<file path="config.mk">
export PLATFORM = sky130hd
export DESIGN_NAME = program_loader
export DESIGN_NICKNAME = d
export VERILOG_FILES = /design/src/rtl/program_loader.sv
export SDC_FILE = /design/constraint.sdc
export NUM_CORES = 1
export LEC_CHECK = 0
export ABC_AREA = 1
export CAP_MARGIN = 25
export CORE_UTILIZATION = 45
export DETAILED_ROUTE_END_ITERATION = 10
export GPL_ROUTABILITY_DRIVEN = 0
export PLACE_DENSITY = 0.76
export SETUP_SLACK_MARGIN = 0.4
export SLEW_MARGIN = 10
export SYNTH_ARGS = -nofsm -noshare
export SYNTH_HDL_FRONTEND = slang
export SYNTH_SLANG_ARGS = --single-unit
</file>
<file path="constraint.sdc">
create_clock -name clock -period 2.4 [get_ports clock]
set_input_delay 0.24 -clock clock [delete_from_list [all_inputs] [get_ports clock]]
set_output_delay 0.24 -clock clock [all_outputs]
set_load 0.02 [all_outputs]
</file>
<file path="src/rtl/program_loader.sv">
// ---------------------------------------------------------------------------
// program_loader
//
// Boot-time program loader: the write side of the instruction store.
// Collects a byte stream over a valid/ready handshake, packs each group of
// four bytes little-endian into a 32-bit instruction word, and writes the
// words to consecutive word addresses starting at 0. The datapath is held in
// reset (cpu_hold=1) until the whole program has been written.
//
// Optional feature macro: LOADER_CHECKSUM_EN
//   When defined, a 32-bit checksum word follows the program. It is compared
//   against the running sum (mod 2^32) of all written words. On a mismatch,
//   error is raised and the datapath stays held.
//   When undefined, the last write goes straight to DONE and error is tied to 0.
//
// Parameters
//   WORDS   number of instruction words per session (2..2^ADDR_W)
//   ADDR_W  width of the internal word counter
//
// Ports
//   clock       in   1   rising-edge clock
//   reset       in   1   synchronous, active-low reset
//   start       in   1   pulse; begins a load session from IDLE or DONE
//   byte_in     in   8   stream byte
//   byte_valid  in   1   byte_in is valid
//   byte_ready  out  1   loader accepts a byte this cycle (registered)
//   mem_we      out  1   instruction-memory write strobe, one cycle per word
//   mem_addr    out  32  word address, zero-extended word counter
//   mem_data    out  32  assembled instruction word
//   cpu_hold    out  1   1 = datapath held in reset
//   busy        out  1   session in progress
//   done        out  1   load complete, held until the next start
//   error       out  1   checksum mismatch
// ---------------------------------------------------------------------------
module program_loader #(
  parameter int WORDS  = 32,
  parameter int ADDR_W = 5
) (
  input  logic        clock,
  input  logic        reset,
  input  logic        start,
  input  logic [7:0]  byte_in,
  input  logic        byte_valid,
  output logic        byte_ready,
  output logic        mem_we,
  output logic [31:0] mem_addr,
  output logic [31:0] mem_data,
  output logic        cpu_hold,
  output logic        busy,
  output logic        done,
  output logic        error
);

  localparam logic [2:0] IDLE  = 3'd0;
  localparam logic [2:0] RECV  = 3'd1;
  localparam logic [2:0] WRITE = 3'd2;
  localparam logic [2:0] CHECK = 3'd3;
  localparam logic [2:0] DONE  = 3'd4;

  localparam logic [ADDR_W-1:0] LAST_WORD = ADDR_W'(WORDS - 1);

  logic [2:0]        state;
  logic [1:0]        byte_cnt;
  logic [ADDR_W-1:0] word_cnt;
  logic              take;

`ifdef LOADER_CHECKSUM_EN
  logic [31:0] sum;
  logic [23:0] chk_low;
  logic        error_q;
  logic        chk_bad;

  // The 4th checksum byte is combined with the three stored ones on the fly.
  assign chk_bad = ({byte_in, chk_low} != sum);
  assign error   = error_q;
`else
  assign error = 1'b0;
`endif

  // byte_ready is only ever high in RECV/CHECK, so a transfer implies one of
  // those states; byte_valid in any other state is simply ignored.
  assign take = byte_valid && byte_ready;

  always_ff @(posedge clock) begin
    if (!reset) begin
      state      <= IDLE;
      byte_cnt   <= 2'd0;
      word_cnt   <= '0;
      byte_ready <= 1'b0;
      mem_we     <= 1'b0;
      mem_addr   <= 32'd0;
      mem_data   <= 32'd0;
      cpu_hold   <= 1'b1;
      busy       <= 1'b0;
      done       <= 1'b0;
`ifdef LOADER_CHECKSUM_EN
      sum        <= 32'd0;
      chk_low    <= 24'd0;
      error_q    <= 1'b0;
`endif
    end else begin
      mem_we <= 1'b0;
      case (state)
        // A new session may start from IDLE or after a finished load.
        IDLE, DONE: begin
          if (start) begin
            state      <= RECV;
            byte_cnt   <= 2'd0;
            word_cnt   <= '0;
            byte_ready <= 1'b1;
            cpu_hold   <= 1'b1;
            busy       <= 1'b1;
            done       <= 1'b0;
`ifdef LOADER_CHECKSUM_EN
            sum        <= 32'd0;
            error_q    <= 1'b0;
`endif
          end
        end

        // Bytes land little-endian; the 4th one launches the write cycle.
        RECV: begin
          if (take) begin
            mem_data[{byte_cnt, 3'b000} +: 8] <= byte_in;
            byte_cnt <= byte_cnt + 2'd1;
            if (byte_cnt == 2'd3) begin
              state      <= WRITE;
              byte_ready <= 1'b0;
              mem_we     <= 1'b1;
              mem_addr   <= 32'(word_cnt);
            end
          end
        end

        // Single write cycle; the counter stops at the last word rather than wrapping.
        WRITE: begin
`ifdef LOADER_CHECKSUM_EN
          sum <= sum + mem_data;
`endif
          if (word_cnt == LAST_WORD) begin
`ifdef LOADER_CHECKSUM_EN
            state      <= CHECK;
            byte_ready <= 1'b1;
`else
            state      <= DONE;
            busy       <= 1'b0;
            done       <= 1'b1;
            cpu_hold   <= 1'b0;
`endif
          end else begin
            word_cnt   <= word_cnt + ADDR_W'(1);
            state      <= RECV;
            byte_ready <= 1'b1;
          end
        end

`ifdef LOADER_CHECKSUM_EN
        // Checksum word; on a mismatch the datapath is kept in reset.
        CHECK: begin
          if (take) begin
            byte_cnt <= byte_cnt + 2'd1;
            if (byte_cnt == 2'd3) begin
              state      <= DONE;
              byte_ready <= 1'b0;
              busy       <= 1'b0;
              done       <= 1'b1;
              error_q    <= chk_bad;
              cpu_hold   <= chk_bad;
            end else begin
              chk_low[{byte_cnt, 3'b000} +: 8] <= byte_in;
            end
          end
        end
`endif

        default: begin
          state      <= IDLE;
          byte_ready <= 1'b0;
          cpu_hold   <= 1'b1;
          busy       <= 1'b0;
        end
      endcase
    end
  end

endmodule

</file>
==> Yosys cells after proc, flatten, opt, wreduce, memory -nomap -nowiden <==
Cells that the tools add are included.
{ "classes": {"eq_ne": 10, "n_reduce_logical": 14, "addsub": 3, "shift": 2, "muxes": 24, "bitwise_logic": 1} }
{ "ops": {"columns": ["op", "count"], "rows": [
  ["$bwmux W32", 1],
  ["$shift A8 B7 Y32 const A", 1],
  ["$shiftx A8 B7 Y32", 1],
  ["$reduce_and A3 Y1", 7],
  ["$mux W3", 4],
  ["$mux W5", 2],
  ["$ne A2 B2 Y1 const B", 5],
  ["$pmux W5 S2", 1],
  ["$pmux W1 S3", 3],
  ["$pmux W3 S3", 1],
  ["$mux W1", 8],
  ["$neg A5 Y7", 1],
  ["$add A5 B1 Y5 const B", 1],
  ["$eq A5 B5 Y1 const B", 1],
  ["$mux W2", 2],
  ["$pmux W2 S2", 1],
  ["$reduce_and A4 Y1", 1],
  ["$reduce_bool A2 Y1", 2],
  ["$eq A3 B1 Y1 const B", 1],
  ["$eq A3 B2 Y1 const B", 1],
  ["$eq A3 B3 Y1 const B", 1],
  ["$logic_not A3 Y1", 1],
  ["$add A2 B1 Y2 const B", 1],
  ["$eq A2 B2 Y1 const B", 1],
  ["5 further kinds", 5]
]} }
{ "word_totals": {"wordCells": 64, "regBits": 52, "output_inout_bits": 70} }

==> Longest topological paths before layout <==
Gate-level depths: netlist of the first run.
{ "logic_depth": {"depth_word": 4, "depth_mapped": 11, "ltp_nobuf": 11} }

==> Worst setup path after synthesis of the first run <==
OpenSTA, ideal clock, no wires.
{ "synth_timing": {"kind": "flip-flop to flip-flop", "startpoint": "register byte_cnt[0]", "endpoint": "register mem_data[22]", "path_buffers": 2, "path_slack_ps": 604, "arrival_time_ps": 1732, "required_time_ps": 2335, "path_stages_with_launch": 11, "period_less_slack_ps": 1796, "path_cell_list": "dfxtp_1 > inv_1 > clkbuf_1 > ha_1 > buf_4 > inv_2 > nor2_4 > nand2_1 > nor3_1 > nor2_1 > nor2_1"} }
{ "synth_between": {"elab_chain_len": 3, "word_cells_on_any_way": 4, "cone_classes": "add/sub (1); shift (2); mux (1)"} }
{ "synth_rtl": {"columns": ["element", "line", "text"], "rows": [
  ["from (decl)", "63", "logic [1:0] byte_cnt;"],
  ["from (signal assigned)", "125", "byte_cnt <= byte_cnt + 2'd1;"],
  ["$neg A5 Y7 *", "124", "mem_data[{byte_cnt, 3'b000} +: 8] <= byte_in;"],
  ["$shiftx A8 B7 Y32 / $shift A8 B7 Y32 (equally long branches)", "124", null],
  ["$bwmux W32 *", "124", null],
  ["to (signal, indexed assignment)", "124", null],
  ["to (decl)", "47", "output logic [31:0] mem_data,"]
]} }
Every way passes the cells marked *; elsewhere a longest branch is shown, timed or not.
A chain may end at the register's enable or synchronous reset.

==> Worst setup path after layout of the first run <==
{ "layout_timing": {"startpoint": "register byte_cnt[1]", "endpoint": "register mem_data[22]"} }
Same word-level chain as after synthesis.

==> results of run 1 <==
-- layer usage --
metal  GRT usage (%)  routed length (um)  up-vias
li1                -                   -     1343
met1            26.1                2880     1108
met2            30.6                2580       81
met3            4.04                 287       10
met4            5.89                  91        0
met5               0                   0        -
-- layout make-up --
| cell class | count | area share (%) |
|---|---|---|
| multi-input combinational | 305 | 41.7 |
| sequential | 52 | 30.4 |
| timing repair buffer | 57 | 16.3 |
| inverter | 50 | 5.47 |
| tap | 75 | 2.73 |
| clock buffer | 5 | 2.01 |
| clock inverter | 3 | 1.35 |
-- placed cells by master, fill, tap and decap left out --
cell type and count:
nand2_1 118, nor2_1 59, clkdlybuf4s50_1 53, dfxtp_1 51, inv_1 48, conb_1 28
a21oi_1 18, nor3_1 17, nand3_1 14, nand4_1 11, o21ai_0 11, nor2_4 8
nand2_2 8, ha_1 6, clkbuf_8 5, buf_4 4, inv_2 2, ha_2 2
nand3_4 1, nand3_2 1, a21oi_2 1, or2_2 1, nor2_2 1, dfxtp_2 1
bufinv_16 1, inv_6 1, clkinvlp_4 1
-- worst min-delay path, delay by kind of cell (launching register included) --
kind / cells / cell delay, ns
flops: 1 / 0.32
simple gates: 1 / 0.06
compound gates: 1 / 0.05
-- power groups by stage --
stage	clock network [mW]	registers (mW)	logic, mW
floorplan	0	0.943	0.321
global placement	0	0.930	0.383
detailed placement	0	0.931	0.388
CTS	0.645	0.911	0.390
global route	0.693	0.917	0.448
finish	0.624	0.912	0.404
-- worst paths after layout --
check                       startpoint                         to  slack (ns)  cells past startpoint
max           byte_cnt[1]$_SDFFE_PN0P_  mem_data[22]$_SDFFE_PN0P_        0.60                      8
min          mem_data[12]$_SDFFE_PN0P_  mem_data[12]$_SDFFE_PN0P_        0.47                      2
max reg2reg   byte_cnt[1]$_SDFFE_PN0P_  mem_data[22]$_SDFFE_PN0P_        0.60                      8
min reg2reg  mem_data[12]$_SDFFE_PN0P_  mem_data[12]$_SDFFE_PN0P_        0.47                      2
-- repair_timing --
item,4_1_cts,5_1_grt
endpoints found under the setup margin,0,11
hold buffers,0,0
gates resized for setup,0,4
-- cells by family (layout without fill, tap and decap cells) --
kind of cell	count (synthesis)	after routing	synth area share, %
and+or+nand+nor	239	239	37.7
buffers and inverters	90	115	16.3
DFF	52	52	36.9
AOI/OAI and AO/OA	30	30	5.45
adders and majority gates	8	8	3.55
other	1	28	0.133
-- through the flow --
step / area [um2] / util (%) / instances
after CTS: 3420 / 57.1 / 547
after global placement: 3310 / 55.2 / 539
after global routing: 3430 / 57.3 / 547
after detailed placement: 3310 / 55.2 / 539
after floorplan: 2920 / - / 447
final: 3430 / 57.3 / 547
-- sequential cells by signal, indices dropped and copies added, names as in the netlist --
register / count
busy: 1
byte_cnt: 2
byte_ready: 1
cpu_hold: 1
done: 1
mem_addr: 5
mem_data: 32
mem_we: 1
state: 3
word_cnt: 5
==> impl_metrics.csv, run 1 <==
group,metric,value,unit
run_status,outcome,"completed",
sta,report.final.slew_viol_count,0,
yosys,yosysTopAreaCellShare,36.9,%
worst_setup_path,slowest_delay,0.45,ns
placed_design,io_buffers,53,
pwr,ir_drop,0.444,mV
sta,clock.fmax,555,MHz
global_route,grt_max_degree,34,
clocking,cts_tree,"yes",
sta,period_minus_slack,1.80,ns
pwr,powerDensity,565,nW/um2
global_route,grt_pass1_vias,2227,
yosys,seq_area_frac_synth,36.9,%
drt,vias_per_cell,4.65,
pwr,p_sw,0.606,mW
layout,insertedDiodeCount,0,
flow_run,drv_cap,0,
worst_setup_path,cp_cell_sequence,"inv_1 -> ha_2 -> inv_2 -> nor2_4 -> nand2_1 -> nor3_1 -> nor2_1 -> nor2_1",
yosys,yosys_register_bits,52,
sta,clock_skew,0.00894,ns
floorplanning,die_y,81.2,um
floorplanning,initial_core_util,47.1,%
placed_design,dp_hpwl,4260,um
global_route,grt_pass1_wl,9830,um
sta,rsz0062_at_grt,"false",
global_route,antenna_found_initial,0,
drt,post-route-drc-count,0,
worst_setup_path,path_common_cell,"nor2_1",
drt,drt.antenna.violating_nets,0,
floorplanning,ios,82,
worst_setup_path,start_kind,"register",
pwr,p_leak,1.46,nW
drt,wl,5840,um
layout,n_fill_cell,552,
worst_hold_path,hold_path.class,"reg -> reg",
yosys,yosysWarnings,0,
pwr,pwr-share-seq,47.0,%
yosys,synth_top_cell_by_area,"dfxtp_1",
drt,wl_per_cell,10.7,um
global_route,grt_util_all_layers,19.3,%
layout,multi_input_area,1430,um2
yosys,ys_top_cells_by_area,"dfxtp_1 (37%), nand2_1 (16%), nor2_1 (7.8%), buf_4 (7.7%), inv_1 (6.4%)",
yosys,syn_area,2820,um2
sta,setup_viol,0,
worst_setup_path,cp_max_fo,9,
yosys,yosysMostFrequentCell,"nand2_1",
floorplanning,coreArea,5990,um2
drt,drt_pass1_iterations,4,
yosys,synth_top_flop_cell,"dfxtp_1",
yosys,avgSynthCellArea,6.72,um2
placed_design,dp_slack,0.515,ns
clocking,numClockSinks,52,
clocking,cts_htree_levels,2,
pwr,finalPower,1.94,mW
pwr,switching_share,31.3,%
sta,whs,0.470,ns
yosys,ys_async_sr_fraction,0,%
clocking,insertion_delay,0.31,ns
clocking,clkTransAtPathRegs,0.10,ns
worst_setup_path,critPathKind,"reg -> reg",
layout,regArea,1040,um2
clocking,cts_root_buffer,"clkbuf_8",
clocking,post_cts_buffers,0,
sta,hold_viol,0,
yosys,synth_cells,420,
pwr,p_clk_share,32.2,%
drt,vias,2542,
global_route,grt_overflow_total,0,
worst_setup_path,required,2.65,ns
sta,worst_slack,0.599,ns
sta,layout_worst_path_cycle_share,75.1,%
layout,syn_to_final_growth,21.6,%
worst_setup_path,crit_path_end_kind,"register",
clocking,clockBufferDepth,2,
floorplanning,die_w,81.2,um
worst_setup_path,crit_family,"simple AND/OR/NAND/NOR gates",
floorplanning,fp-row-count,28,
worst_setup_path,crit_slowest_cell,"ha_2",
pwr,p_comb_share,20.8,%
worst_setup_path,crit_buf_inv,2,
sta,setup_tns,0,ns
layout,nets,491,
drt,first_iter_violations,174,
pwr,power.internal,1.33,mW
floorplanning,die-area,6590,um2
yosys,synth_edf_count,0,
clocking,cts_buffers,5,
worst_setup_path,crit_arrival,2.05,ns
layout,drive_gt1_share,8.05,%
yosys,synthTopCellsByCount,"nand2_1 (118), nor2_1 (59), dfxtp_1 (52)",
yosys,ys_types,24,
No activity file was read; power rests on OpenSTA's default activity.
==> inputs of run 2 (changes only) <==
- CORE_UTILIZATION: 45 -> 43
- clock period: 2.4 -> 1.55 ns (I/O delays scaled with it)
==> impl_metrics.csv, run 2 (same netlist as run 1, synthesis figures left out) <==
group,metric,value,unit
run_status,outcome,"completed",
flow_run,drv_cap,0,
sta,worst_slack,0.00245,ns
drt,vias,3012,
drt,wl,8690,um
global_route,grt_overflow_total,0,
placed_design,dp_slack,0.00713,ns
floorplanning,fp-row-count,29,
worst_setup_path,start_kind,"register",
clocking,clockBufferDepth,2,
drt,drt_pass1_iterations,5,
worst_hold_path,worstHoldStart,"mem_data[12]$_SDFFE_PN0P_",
layout,nets,525,
worst_setup_path,timing.rr.start,"word_cnt[1]$_SDFFE_PN0P_",
worst_setup_path,required,1.76,ns
clocking,cts_root_buffer,"clkbuf_8",
worst_setup_path,critPathCapture,"word_cnt[3]$_SDFFE_PN0P_",
sta,setup_viol,0,
sta,report.final.slew_viol_count,0,
sta,clock.fmax,646,MHz
sta,hold_viol,0,
worst_setup_path,cp_max_fo,8,
drt,wl_per_cell,14.9,um
layout,reg_top3,"mem_data: 32 flops, mem_addr: 5 flops, word_cnt: 5 flops",
clocking,numClockSinks,52,
placed_design,dp.cells,544,
worst_hold_path,hold_path.class,"reg -> reg",
worst_setup_path,r2r_cells,10,
worst_setup_path,critPathKind,"reg -> reg",
global_route,grt_pass1_wl,12600,um
layout,largest_reg_flops,32,
sta,period_minus_slack,1.55,ns
layout,syn_to_final_growth,47.6,%
global_route,grt_util_all_layers,22.4,%
worst_setup_path,crit_arrival,1.76,ns
clocking,clkTransAtPathRegs,0.10,ns
floorplanning,die_y,83.0,um
placed_design,dp_hpwl,4630,um
worst_setup_path,timing.rr.end,"word_cnt[3]$_SDFFE_PN0P_",
layout,n_fill_cell,463,
floorplanning,die-area,6890,um2
clocking,cts_buffers,5,
clocking,cts_tree,"yes",
layout,fin_cells,583,
drt,vias_per_cell,5.17,
pwr,ir_drop,0.485,mV
layout,final_common_cell,"nand2_1",
layout,layout_common_cells,"nand2_1 (99), nor2_1 (51), dfxtp_1 (43), inv_1 (36), conb_1 (28)",
floorplanning,initial_core_util,44.4,%
sta,layout_worst_path_cycle_share,99.8,%
worst_setup_path,crit_path_end_kind,"register",
placed_design,io_buffers,53,
pwr,p_leak,1.85,nW
global_route,antenna_found_initial,0,
layout,drive_gt1_share,36.0,%
global_route,grt_max_degree,34,
clocking,cts_htree_levels,2,
drt,post-route-drc-count,0,
worst_setup_path,r2r_setup_slack,0.002,ns
global_route,grt_pass1_vias,2638,
drt,drt.antenna.violating_nets,0,
worst_setup_path,crit_start,"word_cnt[1]$_SDFFE_PN0P_",
sta,setup_tns,0,ns
sta,rsz0062_at_grt,"true",
clocking,insertion_delay,0.31,ns
floorplanning,ios,82,
sta,clock_skew,0.00449,ns
layout,largest_register,"mem_data",
drt,first_iter_violations,236,
layout,insertedDiodeCount,0,
floorplanning,die_w,83.0,um
pwr,powerDensity,843,nW/um2
floorplanning,coreArea,6350,um2
run 2: changes by cell type in the layout (fill, tap and decap cells not counted), sizes merged:
cell,delta
buf,+34
clkbuf,+20
clkdlybuf4s15,+20
clkdlybuf4s50,-42
clkinv,+1
dlygate4sd2,+2
inv,-1
run 2: repair_timing:
action / 4_1_cts / 5_1_grt
hold buffers: 0 / 0
gates cloned: 0 / 0
pin swaps: 36 / 42
gates resized for setup: 116 / 103
setup buffers: 23 / 8
setup endpoints to repair: 93 / 90
run 2: final cells by class:
class / count / area, um2 / share of cell area [%]
clock inverters: 3 / 42.5 / 1.02
multi-input cells: 305 / 1880 / 45.0
clock buffers: 5 / 68.8 / 1.65
well taps: 77 / 96.3 / 2.31
repair buffers: 91 / 801 / 19.2
inverters: 50 / 213 / 5.11
flip-flops and latches: 52 / 1070 / 25.6
run 2: stage by stage:
stage / total power, mW / utilization, % / hold WS, ns / area, um2
floorplan: 2.06 / - / 0.347 / 3110
global placement: 2.14 / 55.1 / 0.460 / 3500
detailed placement: 2.16 / 55.1 / 0.459 / 3500
CTS: 3.31 / 62.8 / 0.465 / 3990
global route: 3.64 / 65.6 / 0.489 / 4160
finish: 3.51 / 65.6 / 0.472 / 4160
run 2: how the worst min path moves through the flow:
stage | to | slack (ns) | depth (start not counted)
2_1_floorplan | mem_data[12]$_SDFFE_PN0P_ | 0.35 | 2
3_3_place_gp | mem_data[29]$_SDFFE_PN0P_ | 0.46 | 2
3_5_place_dp | mem_data[24]$_SDFFE_PN0P_ | 0.46 | 2
4_1_cts | mem_data[12]$_SDFFE_PN0P_ | 0.47 | 2
5_1_grt | mem_data[24]$_SDFFE_PN0P_ | 0.49 | 2
6_report | mem_data[12]$_SDFFE_PN0P_ | 0.47 | 2
run 2: where the power goes:
group          internal (mW)  switching, mW  total [mW]
Clock                  0.478          0.467       0.945
Combinational          0.446          0.697        1.14
Sequential              1.38         0.0454        1.42
Total                   2.30           1.21        3.51
run 2: critical path, stage by stage, from the launching register on:
cell and delay [ns]:
dfxtp_4 0.37, ha_4 0.17, nand2_4 0.08, nor2_4 0.04
ha_4 0.16, inv_2 0.07, nand3_4 0.12, nand2_8 0.15
nand2_4 0.08, nor2_1 0.13, nor2_1 0.06
run 2: layer usage:
layer,vias to the layer above,share of wire (%),GRT usage (%)
met1,1380,39,27.7
met5,-,0,0
met4,0,3.3,9.25
met3,31,8.4,4.08
met2,186,49,38.3
li1,1415,-,-
